--- config.mk ---
export PLATFORM = sky130hd
export DESIGN_NAME = pixel_burst_engine_flat
export DESIGN_NICKNAME = d
export VERILOG_FILES = /design/src/rtl/pixel_burst_engine_if.sv /design/src/rtl/pixel_burst_engine.sv /design/src/flat_wrapper.sv
export SDC_FILE = /design/constraint.sdc
export NUM_CORES = 1
export LEC_CHECK = 0
export BUFFER_PORTS_ARGS = -buffer_cell sky130_fd_sc_hd__buf_2
export CAP_MARGIN = 20
export CELL_PAD_IN_SITES_DETAIL_PLACEMENT = 1
export CELL_PAD_IN_SITES_GLOBAL_PLACEMENT = 1
export CORE_ASPECT_RATIO = 2
export CORE_MARGIN = 2
export CORE_UTILIZATION = 30
export DETAILED_ROUTE_END_ITERATION = 16
export PLACE_DENSITY_LB_ADDON = 0.15
export SKIP_LAST_GASP = 1
export SLEW_MARGIN = 20
export SYNTH_ARGS = -nofsm -noshare
export SYNTH_HDL_FRONTEND = slang
export SYNTH_SLANG_ARGS = --single-unit
export TNS_END_PERCENT = 30
--- constraint.sdc ---
create_clock -name clk -period 7.55 [get_ports clk]
set_input_delay 0.3775 -clock clk [delete_from_list [all_inputs] [get_ports clk]]
set_output_delay 0.3775 -clock clk [all_outputs]
set_load 0.005 [all_outputs]
--- src/rtl/pixel_burst_engine_if.sv ---
// Control and SRAM bus bundle for pixel_burst_engine.
// master = requester/SRAM side, slave = the engine.
interface pixel_burst_engine_if #(
  parameter int ADDR_W    = 16,
  parameter int PIX_W     = 8,
  parameter int BURST_MAX = 20,
  parameter int CNT_W     = 5
);
  logic                       start;
  logic [1:0]                 mode;
  logic [ADDR_W-1:0]          rd_base;
  logic [ADDR_W-1:0]          wr_base;
  logic [CNT_W-1:0]           rd_count;
  logic [CNT_W-1:0]           wr_count;
  logic [BURST_MAX*PIX_W-1:0] wr_pix;
  logic [BURST_MAX*PIX_W-1:0] rd_pix;
  logic                       busy;
  logic                       done;
  logic                       err;
  logic [ADDR_W-1:0]          address;
  logic [23:0]                w_data;
  logic [23:0]                r_data;
  logic                       read_enable;
  logic                       write_enable;

  modport master (
    output start, mode, rd_base, wr_base, rd_count, wr_count, wr_pix, r_data,
    input  rd_pix, busy, done, err, address, w_data, read_enable, write_enable
  );

  modport slave (
    input  start, mode, rd_base, wr_base, rd_count, wr_count, wr_pix, r_data,
    output rd_pix, busy, done, err, address, w_data, read_enable, write_enable
  );
endinterface

--- src/rtl/pixel_burst_engine.sv ---
// Burst read/write engine between the edge-detection datapath and the RGB SRAM.
// state | meaning
// IDLE  | waiting for start; request latched and checked on accept
// RD    | reading pixels, each address held ACC_CYC cycles
// TURN  | one dead cycle between read and write phases
// WR    | writing replicated pixels, each held ACC_CYC cycles
// FIN   | one-cycle done pulse (err if request was rejected)
module pixel_burst_engine #(
  parameter int ADDR_W    = 16,
  parameter int PIX_W     = 8,
  parameter int BURST_MAX = 20,
  parameter int CNT_W     = 5,
  parameter int ACC_CYC   = 9,
  parameter int GRAY_EN   = 1
) (
  input logic clk,
  input logic n_rst,
  pixel_burst_engine_if.slave bus
);

  localparam int PIXV_W = BURST_MAX * PIX_W;
  localparam int TMR_W  = (ACC_CYC > 1) ? $clog2(ACC_CYC) : 1;
  localparam logic [TMR_W-1:0] TMR_LOAD = TMR_W'(ACC_CYC - 1);
  localparam logic [CNT_W-1:0] CNT_MAX  = CNT_W'(BURST_MAX);

  typedef enum logic [2:0] {IDLE, RD, TURN, WR, FIN} state_t;

  state_t state_q, state_d;

  logic [1:0]        mode_q;
  logic [CNT_W-1:0]  rd_cnt_q, wr_cnt_q, idx_q;
  logic [ADDR_W-1:0] wr_base_q, addr_q;
  logic [PIXV_W-1:0] buf_q, rd_pix_q;
  logic [TMR_W-1:0]  tmr_q;
  logic              err_q;

  logic             use_rd, use_wr, bad, tc, last_rd, last_wr;
  logic             busy, done, err, read_enable, write_enable;
  logic [PIX_W-1:0] cap_pix, wr_sel;
  logic [7:0]       wr_pix8;

  always_comb begin
    use_rd = (bus.mode == 2'b00) || (bus.mode == 2'b10);
    use_wr = (bus.mode == 2'b01) || (bus.mode == 2'b10);
    bad = (bus.mode == 2'b11)
       || (use_rd && (bus.rd_count == '0 || bus.rd_count > CNT_MAX))
       || (use_wr && (bus.wr_count == '0 || bus.wr_count > CNT_MAX));
  end

  assign tc      = (tmr_q == '0);
  assign last_rd = tc && (idx_q == rd_cnt_q - CNT_W'(1));
  assign last_wr = tc && (idx_q == wr_cnt_q - CNT_W'(1));

  // Greyscale approximates (R+G+B)/3 with shifts; the sum never exceeds 251.
  generate
    if (GRAY_EN != 0) begin : g_gray
      logic [9:0] sum;
      logic [7:0] grey;
      always_comb begin
        sum  = {2'b00, bus.r_data[23:16]} + {2'b00, bus.r_data[15:8]} + {2'b00, bus.r_data[7:0]};
        grey = 8'((sum >> 2) + (sum >> 4) + (sum >> 6) + (sum >> 8));
        cap_pix = grey[7 -: PIX_W];
      end
    end else begin : g_raw
      assign cap_pix = bus.r_data[PIX_W-1:0];
    end
  endgenerate

  always_comb begin
    wr_sel = '0;
    for (int i = 0; i < BURST_MAX; i++)
      if (idx_q == CNT_W'(i)) wr_sel = buf_q[i*PIX_W +: PIX_W];
    wr_pix8 = '0;
    wr_pix8[PIX_W-1:0] = wr_sel;
  end

  always_ff @(posedge clk or negedge n_rst) begin
    if (!n_rst) state_q <= IDLE;
    else        state_q <= state_d;
  end

  always_comb begin
    state_d      = state_q;
    busy         = 1'b0;
    done         = 1'b0;
    err          = 1'b0;
    read_enable  = 1'b0;
    write_enable = 1'b0;
    case (state_q)
      IDLE: if (bus.start) state_d = bad ? FIN : ((bus.mode == 2'b01) ? WR : RD);
      RD: begin
        busy        = 1'b1;
        read_enable = 1'b1;
        if (last_rd) state_d = (mode_q == 2'b10) ? TURN : FIN;
      end
      TURN: begin
        busy    = 1'b1;
        state_d = WR;
      end
      WR: begin
        busy         = 1'b1;
        write_enable = 1'b1;
        if (last_wr) state_d = FIN;
      end
      FIN: begin
        done    = 1'b1;
        err     = err_q;
        state_d = IDLE;
      end
      default: state_d = IDLE;
    endcase
  end

  always_ff @(posedge clk or negedge n_rst) begin
    if (!n_rst) begin
      mode_q    <= '0;
      rd_cnt_q  <= '0;
      wr_cnt_q  <= '0;
      wr_base_q <= '0;
      addr_q    <= '0;
      buf_q     <= '0;
      rd_pix_q  <= '0;
      idx_q     <= '0;
      tmr_q     <= '0;
      err_q     <= 1'b0;
    end else begin
      case (state_q)
        IDLE: if (bus.start) begin
          mode_q    <= bus.mode;
          rd_cnt_q  <= bus.rd_count;
          wr_cnt_q  <= bus.wr_count;
          wr_base_q <= bus.wr_base;
          buf_q     <= bus.wr_pix;
          err_q     <= bad;
          idx_q     <= '0;
          tmr_q     <= TMR_LOAD;
          if (!bad) addr_q <= (bus.mode == 2'b01) ? bus.wr_base : bus.rd_base;
        end
        RD: begin
          if (tc) begin
            for (int i = 0; i < BURST_MAX; i++)
              if (idx_q == CNT_W'(i)) rd_pix_q[i*PIX_W +: PIX_W] <= cap_pix;
            idx_q  <= idx_q + CNT_W'(1);
            tmr_q  <= TMR_LOAD;
            addr_q <= addr_q + ADDR_W'(1);
          end else begin
            tmr_q <= tmr_q - TMR_W'(1);
          end
        end
        TURN: begin
          idx_q  <= '0;
          tmr_q  <= TMR_LOAD;
          addr_q <= wr_base_q;
        end
        WR: begin
          if (tc) begin
            idx_q  <= idx_q + CNT_W'(1);
            tmr_q  <= TMR_LOAD;
            addr_q <= addr_q + ADDR_W'(1);
          end else begin
            tmr_q <= tmr_q - TMR_W'(1);
          end
        end
        default: ;
      endcase
    end
  end

  assign bus.busy         = busy;
  assign bus.done         = done;
  assign bus.err          = err;
  assign bus.read_enable  = read_enable;
  assign bus.write_enable = write_enable;
  assign bus.address      = addr_q;
  assign bus.rd_pix       = rd_pix_q;
  assign bus.w_data       = (state_q == WR) ? {3{wr_pix8}} : 24'h0;

endmodule
--- src/flat_wrapper.sv ---
// flat-port wrapper written by rule: the top's interface ports become plain ports
module pixel_burst_engine_flat 
#(
  parameter int ADDR_W    = 16,
  parameter int PIX_W     = 8,
  parameter int BURST_MAX = 20,
  parameter int CNT_W     = 5,
  parameter int ACC_CYC   = 9,
  parameter int GRAY_EN   = 1
)
  (clk, n_rst, bus_start, bus_mode, bus_rd_base, bus_wr_base, bus_rd_count, bus_wr_count, bus_wr_pix, bus_r_data, bus_rd_pix, bus_busy, bus_done, bus_err, bus_address, bus_w_data, bus_read_enable, bus_write_enable);
  pixel_burst_engine_if #(.ADDR_W(ADDR_W), .PIX_W(PIX_W), .BURST_MAX(BURST_MAX), .CNT_W(CNT_W)) bus_i ();
  input logic clk;
  input logic n_rst;
  input wire logic [$bits(bus_i.start)-1:0] bus_start;
  input wire logic [$bits(bus_i.mode)-1:0] bus_mode;
  input wire logic [$bits(bus_i.rd_base)-1:0] bus_rd_base;
  input wire logic [$bits(bus_i.wr_base)-1:0] bus_wr_base;
  input wire logic [$bits(bus_i.rd_count)-1:0] bus_rd_count;
  input wire logic [$bits(bus_i.wr_count)-1:0] bus_wr_count;
  input wire logic [$bits(bus_i.wr_pix)-1:0] bus_wr_pix;
  input wire logic [$bits(bus_i.r_data)-1:0] bus_r_data;
  output wire logic [$bits(bus_i.rd_pix)-1:0] bus_rd_pix;
  output wire logic [$bits(bus_i.busy)-1:0] bus_busy;
  output wire logic [$bits(bus_i.done)-1:0] bus_done;
  output wire logic [$bits(bus_i.err)-1:0] bus_err;
  output wire logic [$bits(bus_i.address)-1:0] bus_address;
  output wire logic [$bits(bus_i.w_data)-1:0] bus_w_data;
  output wire logic [$bits(bus_i.read_enable)-1:0] bus_read_enable;
  output wire logic [$bits(bus_i.write_enable)-1:0] bus_write_enable;
  assign bus_i.start = bus_start;
  assign bus_i.mode = bus_mode;
  assign bus_i.rd_base = bus_rd_base;
  assign bus_i.wr_base = bus_wr_base;
  assign bus_i.rd_count = bus_rd_count;
  assign bus_i.wr_count = bus_wr_count;
  assign bus_i.wr_pix = bus_wr_pix;
  assign bus_i.r_data = bus_r_data;
  assign bus_rd_pix = bus_i.rd_pix;
  assign bus_busy = bus_i.busy;
  assign bus_done = bus_i.done;
  assign bus_err = bus_i.err;
  assign bus_address = bus_i.address;
  assign bus_w_data = bus_i.w_data;
  assign bus_read_enable = bus_i.read_enable;
  assign bus_write_enable = bus_i.write_enable;
  pixel_burst_engine #(.ADDR_W(ADDR_W), .PIX_W(PIX_W), .BURST_MAX(BURST_MAX), .CNT_W(CNT_W), .ACC_CYC(ACC_CYC), .GRAY_EN(GRAY_EN)) u_core (.clk(clk), .n_rst(n_rst), .bus(bus_i));
endmodule
# ---- Yosys cells after proc, flatten, opt, wreduce, memory -nomap -nowiden
# Cells that the tools add are included.
dict set report totals {
  regBits 377
  inputBits 231
  out_inout_bits 205
  word_cells 164
}
dict set report classes {
  n_addsub 10
  magnitude_cmp 2
  eq_ne 34
  mux 44
  n_reduce_logical 44
}
# op n
set op_table {}
lappend op_table {{two-way mux 8 bit} 20}
lappend op_table {{AND reduction 3 bit} 22}
lappend op_table {{two-way mux 16 bit} 4}
lappend op_table {{case mux 16 bit (3 select lines)} 1}
lappend op_table {{== test 5 x 4 -> 1 bit, second input constant} 8}
lappend op_table {{two-way mux 24 bit} 1}
lappend op_table {{== test 5 x 3 -> 1 bit, second input constant} 4}
lappend op_table {{== test 5 bit, second input constant} 4}
lappend op_table {{adder 16 x 1 -> 16 bit, second input constant} 1}
lappend op_table {{logical NOT 5 bit} 3}
lappend op_table {{two-way mux 3 bit} 5}
lappend op_table {{case mux 5 bit (3 select lines)} 1}
lappend op_table {{case mux 3 bit (4 select lines)} 1}
lappend op_table {{case mux 4 bit (3 select lines)} 1}
lappend op_table {{adder 10 x 8 -> 10 bit} 1}
lappend op_table {{== test 5 x 2 -> 1 bit, second input constant} 2}
lappend op_table {{== test 5 bit} 2}
lappend op_table {{greater-than comparator 5 bit, second input constant} 2}
lappend op_table {{two-way mux 5 bit} 2}
lappend op_table {{subtractor 5 x 1 -> 5 bit, second input constant} 2}
lappend op_table {{adder 8 x 8 -> 9 bit} 1}
lappend op_table {{adder 8 x 2 -> 8 bit} 1}
lappend op_table {{adder 8 x 4 -> 8 bit} 1}
lappend op_table {{adder 8 x 6 -> 8 bit} 1}
lappend op_table {{other kinds (23)} 43}

# ---- Depth between registers and ports, before layout
# Gate-level depths: netlist (run 1).
dict set report logic_depth {
  ltp_word 22
  depth_mapped 26
  ltp_nobuf 25
}

# ---- Least setup slack after synthesis (run 1)
# No wires, ideal clock.
dict set report synth_path {
  path_type {input port to flip-flop}
  start {input bus_r_data[8]}
  end {register u_core.rd_pix_q[39] (netlist: u_core.bus.rd_pix[39])}
  setup_time_ns 0.132
  arrival_ns 5.238
  t_required_ns 7.418
  setup_slack_ns 2.180
  path_stages 25
  path_buffers 1
  cell_sequence {ha_1 > fa_1 > a21oi_1 > nor2b_1 > nor2_1 > xnor2_1 > ha_1 > a21o_1 > a21o_1 > or2_2 > xor2_1 > fa_1 > inv_1 > fa_1 > inv_1 > ha_1 > inv_1 > fa_1 > nor2b_1 > o31a_1 > or4b_1 > nand3_1 > xnor2_1 > clkbuf_1 > a31oi_1}
}
dict set report synth_via {
  elab_chain_cells 5
}
# item line
set synth_rtl {}
lappend synth_rtl {{start: declaration} flat_wrapper.sv:22} ;# input wire logic [$bits(bus_i.r_data)-1:0] bus_r_data;
lappend synth_rtl {{adder 8 x 8 -> 9 bit *} pixel_burst_engine.sv:60} ;# sum = {2'b00, bus.r_data[23:16]} + {2'b00, bus.r_data[15:8]} + {2'b00, bus.r_data[7:0]};
lappend synth_rtl {{adder 10 x 8 -> 10 bit *} pixel_burst_engine.sv:60}
lappend synth_rtl {{adder 8 x 6 -> 8 bit} pixel_burst_engine.sv:61} ;# grey = 8'((sum >> 2) + (sum >> 4) + (sum >> 6) + (sum >> 8));
lappend synth_rtl {{adder 8 x 4 -> 8 bit} pixel_burst_engine.sv:61}
lappend synth_rtl {{adder 8 x 2 -> 8 bit *} pixel_burst_engine.sv:61}
lappend synth_rtl {{end signal: indexed assignment} pixel_burst_engine.sv:142} ;# if (idx_q == CNT_W'(i)) rd_pix_q[i*PIX_W +: PIX_W] <= cap_pix;
lappend synth_rtl {{end: declaration} pixel_burst_engine.sv:33} ;# logic [PIXV_W-1:0] buf_q, rd_pix_q;
# Mark *: on every way between the ends. The rest lies on a longest branch, timed or not.
# A chain may end at the register's enable or synchronous reset.

# ---- Worst setup path after layout (run 1)
dict set report layout_path {
  start {input bus_r_data[8]}
  end {register u_core.rd_pix_q[86] (netlist: u_core.bus.rd_pix[86])}
}
# Same word-level chain as after synthesis.

==> results of run 1 <==
## sequential cells by signal, indices dropped and copies added, names as in the netlist
register and cells:
u_core.idx_q 5, u_core.tmr_q 4, u_core.wr_base_q 16, u_core.bus.address 16
u_core.bus.rd_pix 160, u_core.wr_cnt_q 5, u_core.rd_cnt_q 5, u_core.state_q 3
u_core.mode_q 2, u_core.buf_q 160, u_core.err_q 1
## layout by cell type, fill, tap and decap left out, types with 7 or more instances in the layout
master,n
a21o_1,14
a21oi_1,70
a221oi_1,11
a31oi_1,16
buf_2,434
buf_4,15
clkbuf_1,8
clkbuf_16,43
clkbuf_8,11
dfrtp_1,375
ha_1,41
inv_1,36
mux2_2,217
mux2i_1,18
nand2_1,203
nand2b_1,17
nand3_1,22
nand4_1,8
nor2_1,76
nor2b_1,12
nor3_1,20
nor4_1,8
o211ai_1,9
o21a_1,7
o21ai_0,205
o221ai_1,7
o22ai_1,12
o31ai_1,12
or3_1,9
xnor2_1,15
xor2_1,9
## stage by stage
step	cell area (um^2)	std cells	total power [mW]
global route	22600	2904	10.8
finish	22600	2907	10.1
detailed placement	21200	2825	8.10
global placement	21200	2825	7.96
CTS	22600	2900	10.3
floorplan	18400	1717	5.99
## worst max-delay path, stage by stage
cell      delay (ns)
buf_2           0.10
ha_1            0.21
fa_1            0.41
a21oi_1         0.32
nor2b_1         0.09
nor2_1          0.13
xnor2_1         0.13
ha_1            0.29
a21o_1          0.18
a21o_1          0.18
o211ai_1        0.21
nand2_1         0.10
xnor2_1         0.44
fa_1            0.51
ha_1            0.33
ha_1            0.31
a21o_1          0.18
a21oi_1         0.27
o21bai_1        0.11
a21oi_1         0.24
xor2_2          0.82
o21ai_0         0.24
## where the power goes
part	internal, mW	switching (mW)
Combinational	1.73	2.95
Clock	1.19	0.888
Sequential	2.82	0.551
## logic make-up after synthesis
logic type	after synthesis	share of synthesized area (%)
and+or+nand+nor	434	11.5
DFF	377	51.2
adders and majority gates	47	3.39
muxes	235	14.2
buffers and inverters	162	4.11
AOI/OAI and AO/OA	434	14.2
xor gates and xnor gates	28	1.33
## layer usage
layer	global-route usage (%)	part of all wire (%)
met1	24.3	36
met2	40.3	51
met3	6.97	8.0
met4	8.66	4.1
met5	0	0.38
## timing repair
| action | 4_1_cts | 5_1_grt |
|---|---|---|
| endpoints found under the setup margin | 0 | 0 |
| endpoints found under the hold margin | 87 | 0 |
| hold buffers | 1 | 0 |
| gates resized for setup | 0 | 0 |
## layout make-up
| class | instances | area (um^2) |
|---|---|---|
| fill | 6928 | 38200 |
| sequential | 377 | 9440 |
| multi-input combinational | 1178 | 8320 |
| timing repair buffer | 455 | 2380 |
| clock buffer | 62 | 1260 |
| tap | 780 | 976 |
| inverter | 37 | 139 |
| clock inverter | 12 | 100 |
| antenna | 6 | 15.0 |
## synth_stat cells, drive strengths merged, types with 14 or more instances
| library cell | count |
|---|---|
| a21o | 14 |
| a21oi | 70 |
| a31oi | 16 |
| buf | 63 |
| clkbuf | 62 |
| dfrtp | 377 |
| ha | 42 |
| inv | 36 |
| mux2 | 217 |
| mux2i | 18 |
| nand2 | 203 |
| nand2b | 18 |
| nand3 | 22 |
| nor2 | 80 |
| nor3 | 22 |
| o21ai | 211 |
| xnor2 | 17 |
## worst max-delay path by stage
stage,start,endpoint,slack [ns],depth (start not counted)
floorplan,bus_r_data[8],u_core.bus.rd_pix[39],2.18,25
global placement,bus_r_data[8],u_core.bus.rd_pix[87],1.17,25
detailed placement,bus_r_data[8],u_core.bus.rd_pix[47],0.90,25
CTS,bus_r_data[8],u_core.bus.rd_pix[23],1.48,25
global route,bus_r_data[8],u_core.bus.rd_pix[86],1.19,22
finish,bus_r_data[8],u_core.bus.rd_pix[86],1.76,22
==> impl_metrics.toml, run 1 <==
[placed_design]
io_buffers = 435
dp_hpwl_um = 54300
gp_congestion = 0.864
post-place-ws_ns = 0.896

[clocking]
postCtsSetupRepairBufs = 0
clk_latency_ns = 0.57
tritoncts = "built"
clockBufferDepth = 3
root_buffer = "clkbuf_16"
cts.sinks = 377
numCtsBuffers = 41
htree_levels = 2
cts.clk_slew.worst_paths_ns = 0.07

[worst_hold_path]
holdCritStartpoint = "bus_wr_pix[113]"
hold_path_end = "u_core.buf_q[113]"
min_path_type = "in2reg"
hold-path-cell-count = 2

[timing]
fin_ws_ns = 1.76
worst_pin_slew_ns = 1.03
fin_skew_ns = 0.0264
fin_crit_sh_pct = 76.6
fin_crit_ns = 5.79
whs_ns = 0.0377
finalSetupViolCount = 0
finalHoldViolations = 0
timing.slew.headroom_pct = 31.0
rsz0062_at_grt = "false"
finalSetupTns_ns = 0
drv_slew = 0
fmaxAchievable_ghz = 0.173

[synth]
synth.avg_cell_area_um2 = 10.7
syn_nets = 1995
synth_seq_cells = 377
ys_warn_count = 0
yosysUniqueCellTypes = 92
synth-seq-area-share_pct = 51.2
ys_dominant_reg_cell = "dfrtp_1"
synthesis.area_um2 = 18400
async_reset_ff_share_pct = 100
syn_inst = 1717
synth_top_area_share_pct = 51.2
synth_area_leaders = "dfrtp_1 (51%), mux2_2 (13%), o21ai_0 (5.6%)"
synth_edf_count = 0
yosysTopAreaCell = "dfrtp_1"

[floorplan]
core_um2 = 60900
ios = 436
die-area_um2 = 63500
rows = 128
initial_utilization_pct = 30.3
dieWidth_um = 179
die_h_um = 355

[grt]
grt_max_degree = 146
grt_remaining_overflow = 0
grt_pass1_vias = 16500
grt_first_pass_wirelength_um = 106000
antenna_found_initial = 35
track_usage_pct = 22.5

[cells_and_area]
utilization_pct = 37.2
nets = 2368
drive_above_1_share_pct = 36.4
flow.area_growth_from_synthesis_pct = 22.8

[worst_setup_path]
worst_setup_path_start_kind = "input port"
worstSetupEndpointType = "register"
critPathMaxFanout = 20
worstPathRequired_ns = 7.94
worstReg2RegEnd = "u_core.bus.rd_pix[128]"
r2r-start = "u_core.idx_q[0]"
path_class = "in2reg"
reg2reg_slack_ns = 4.27
r2r_cells = 6
worst_ep_arrival_time_ns = 6.17

[detailed_routing]
routedWlPerCell_um = 24.7
drc = 0
vias = 15200
viasPerCell = 5.23
postRouteAntennaNets = 0
dr.pass1.iters = 4
routed_wl_um = 71900
drtIter0Drc = 484

[flow_run]
drv_cap = 0

[power_and_ir_drop]
power.density_nw_per_um2 = 447
ir_drop_uv = 740
power_leakage_nw = 10.1

[run_status]
status = "completed"
Note: power is estimated with default switching activity, not from simulation.
==> run 2, diff against run 1 <==
--- a/config.mk
+++ b/config.mk
@@ -5,6 +5,7 @@
 export SDC_FILE = /design/constraint.sdc
 export NUM_CORES = 1
 export LEC_CHECK = 0
+export ABC_AREA = 1
 export BUFFER_PORTS_ARGS = -buffer_cell sky130_fd_sc_hd__buf_2
 export CAP_MARGIN = 20
 export CELL_PAD_IN_SITES_DETAIL_PLACEMENT = 1
==> constraint.sdc (replaced) <==
create_clock -name clk -period 5.2 [get_ports clk]
set_input_delay 0.26 -clock clk [delete_from_list [all_inputs] [get_ports clk]]
set_output_delay 0.26 -clock clk [all_outputs]
set_load 0.005 [all_outputs]
==> impl_metrics.toml, run 2 <==
[synth]
ys_warn_count = 0
synth.avg_cell_area_um2 = 8.85
syn_inst = 2071
synth_area_leaders = "dfrtp_1 (51%), nand2_1 (10%), o21ai_0 (9.2%)"
synth-seq-area-share_pct = 51.5
synth_top_family_by_area = "simple AND/OR/NAND/NOR gates"
yosysUniqueCellTypes = 50
synthTopCellsByCount = "nand2_1 (491), dfrtp_1 (377), o21ai_0 (338), inv_1 (265), mux2_2 (92)"
synth_mux_area_share_pct = 5.82
synthesis.area_um2 = 18300
synth_edf_count = 0
synth_adder_area_share_pct = 3.41
ys_dominant_reg_cell = "dfrtp_1"
synthXorXnorAreaFrac_pct = 1.67
synth_compound_area_share_pct = 14.3
async_reset_ff_share_pct = 100
yosysTopAreaCell = "dfrtp_1"
syn_nets = 2349
yosysMostFrequentCell = "nand2_1"
synth_seq_cells = 377
synth_top_area_share_pct = 51.5
yosys.area_share.simple_pct = 14.8

[power_and_ir_drop]
intPower_mw = 8.43
power.density_nw_per_um2 = 625
swShare_pct = 45.3
pwr-share-comb_pct = 51.6
p_clk_share_pct = 19.3
power_leakage_nw = 11.7
ir_drop_uv = 1040
p_sw_mw = 6.98
p_total_mw = 15.4
power.share.sequential_pct = 29.1

[detailed_routing]
wl_met1_um = 25700
routed_wl_um = 68700
wl_met2_um = 37000
vias = 16400
routedWlPerCell_um = 19.8
viasPerCell = 4.72
highest_layer = "met5"
dr.pass1.iters = 5
met3WireLength_um = 3310
postRouteAntennaNets = 0
drtIter0Drc = 596
drc = 0

[timing]
drv_slew = 0
timing.slew.headroom_pct = 28.5
finalSetupTns_ns = 0
fin_crit_sh_pct = 94.0
finalHoldViolations = 0
finalSetupViolCount = 0
fmaxAchievable_ghz = 0.204
worst_pin_slew_ns = 1.07
fin_crit_ns = 4.89
rsz0062_at_grt = "false"
fin_skew_ns = 0.0186

[grt]
grt_max_degree = 126
antenna_found_initial = 11
grt_pass1_vias = 18100
grt_first_pass_wirelength_um = 106000
track_usage_pct = 21.7
grt_remaining_overflow = 0

[cells_and_area]
layout_common_cells = "nand2_1 (491), buf_2 (434), dfrtp_1 (377), o21ai_0 (337), inv_1 (264)"
nets = 2936
drive_above_1_share_pct = 25.9
final_common_cell = "nand2_1"
flow.area_growth_from_synthesis_pct = 34.5
nFillCells = 7176

[worst_setup_path]
worstSetupEndpointType = "register"
worst_ep_arrival_time_ns = 5.30
r2r-start = "u_core.tmr_q[0]"
startpoint = "bus_r_data[8]"
worstReg2RegEnd = "u_core.bus.address[10]"
cp_top_family = "adder cells"
reg2reg_slack_ns = 2.03
path_depth = 25
critPathMaxStageDelay_ns = 0.47
cp_common_cell = "a21o_1"
path_buf_inv = 3
path_class = "in2reg"
worst_setup_path_start_kind = "input port"
worstPathRequired_ns = 5.61
cp_slowest_cell = "fa_1"
critPathMaxFanout = 13
r2r_cells = 11

[floorplan]
rows = 128
core_um2 = 60700
initial_utilization_pct = 30.2
die_h_um = 353
die-area_um2 = 63200
dieWidth_um = 179
ios = 436

[clocking]
htree_levels = 2
postCtsSetupRepairBufs = 0
clockBufferDepth = 3
numCtsBuffers = 40
clk_latency_ns = 0.56
cts.clk_slew.worst_paths_ns = 0.06
tritoncts = "built"
root_buffer = "clkbuf_16"
cts.sinks = 377

[placed_design]
io_buffers = 435
dp_hpwl_um = 50800
gp_congestion = 0.814

[worst_hold_path]
hold_path_end = "u_core.wr_base_q[1]"
holdCritStartpoint = "bus_wr_base[1]"
min_path_type = "in2reg"
hold-path-cell-count = 4

[flow_run]
drv_cap = 0

[run_status]
status = "completed"
==> run 2: cell count changes after synthesis, sizes merged, moves of 17 or more <==
cell	delta
buf	-27
clkbuf	+17
inv	+238
mux2	-125
nand2	+291
nand2b	-18
nand3	+51
o21ai	+139
==> run 2: what timing repair did <==
item	in CTS	in global routing
endpoints found under the hold margin	236	0
resized for setup	0	9
hold buffers	185	0
endpoints found under the setup margin	0	20
==> run 2: area by class of cell <==
cell class                 instances  area [um^2]  share of cell area (%)
sequential                       377         9430                    38.3
multi-input combinational       1305         7400                    30.0
timing repair buffer             660         4440                    18.0
clock buffer                      51         1130                    4.60
inverter                         274         1030                    4.17
tap                              780          976                    3.96
clock inverter                    20          198                   0.802
antenna                            9         22.5                  0.0914
==> run 2: power by group through the flow <==
| stage | Sequential (mW) | Clock [mW] | Combinational [mW] |
|---|---|---|---|
| after global placement | 4.50 | 0 | 7.80 |
| final | 4.48 | 2.98 | 7.95 |
| after floorplan | 4.36 | 0 | 4.33 |
| after global routing | 4.60 | 3.17 | 8.81 |
| after CTS | 4.49 | 3.07 | 8.11 |
| after detailed placement | 4.53 | 0 | 7.97 |
==> run 2: how the worst max path moves through the flow <==
stage | endpoint | slack, ns
6_report | u_core.bus.rd_pix[47] | 0.31
5_1_grt | u_core.bus.rd_pix[71] | 0.02
4_1_cts | u_core.bus.rd_pix[47] | 0.08
3_5_place_dp | u_core.bus.rd_pix[47] | -0.50
3_3_place_gp | u_core.bus.rd_pix[23] | -0.32
2_1_floorplan | u_core.bus.rd_pix[15] | 0.02
==> run 2: routing by layer <==
metal	GRT usage [%]	up-vias
li1	-	7845
met1	23.4	8002
met2	41.5	426
met3	3.52	120
met4	8.23	6
met5	0	-
==> run 2: metrics by stage <==
stage | hold WS (ns) | cell area [um^2] | utilization [%] | instances | worst slack (ns)
after floorplan | -0.0356 | 18300 | - | 2071 | 0.0218
after global placement | 0.229 | 21400 | 35.2 | 3211 | -0.319
after detailed placement | 0.225 | 21400 | 35.2 | 3211 | -0.505
after CTS | 0.00204 | 24600 | 40.5 | 3467 | 0.0820
after global routing | 0.0475 | 24600 | 40.6 | 3475 | 0.0210
final | 0.0314 | 24600 | 40.6 | 3476 | 0.309
==> run 2: worst register-to-register path, stage by stage, from the launching register on <==
cell and delay (ns):
dfrtp_1 0.36, inv_1 0.13, ha_1 0.17, nand3_1 0.13
inv_1 0.53, nor2_1 0.19, nor2_4 0.28, nand2_1 0.41
inv_2 0.43, o21ai_0 0.16, a21oi_1 0.17, a21oi_1 0.06
==> run 2: logic make-up after synthesis <==
| group | Yosys count |
|---|---|
| and+or+nand+nor | 661 |
| AOI/OAI and AO/OA | 468 |
| buffers and inverters | 389 |
| DFF | 377 |
| muxes | 95 |
| adders and majority gates | 47 |
| xor gates and xnor gates | 34 |
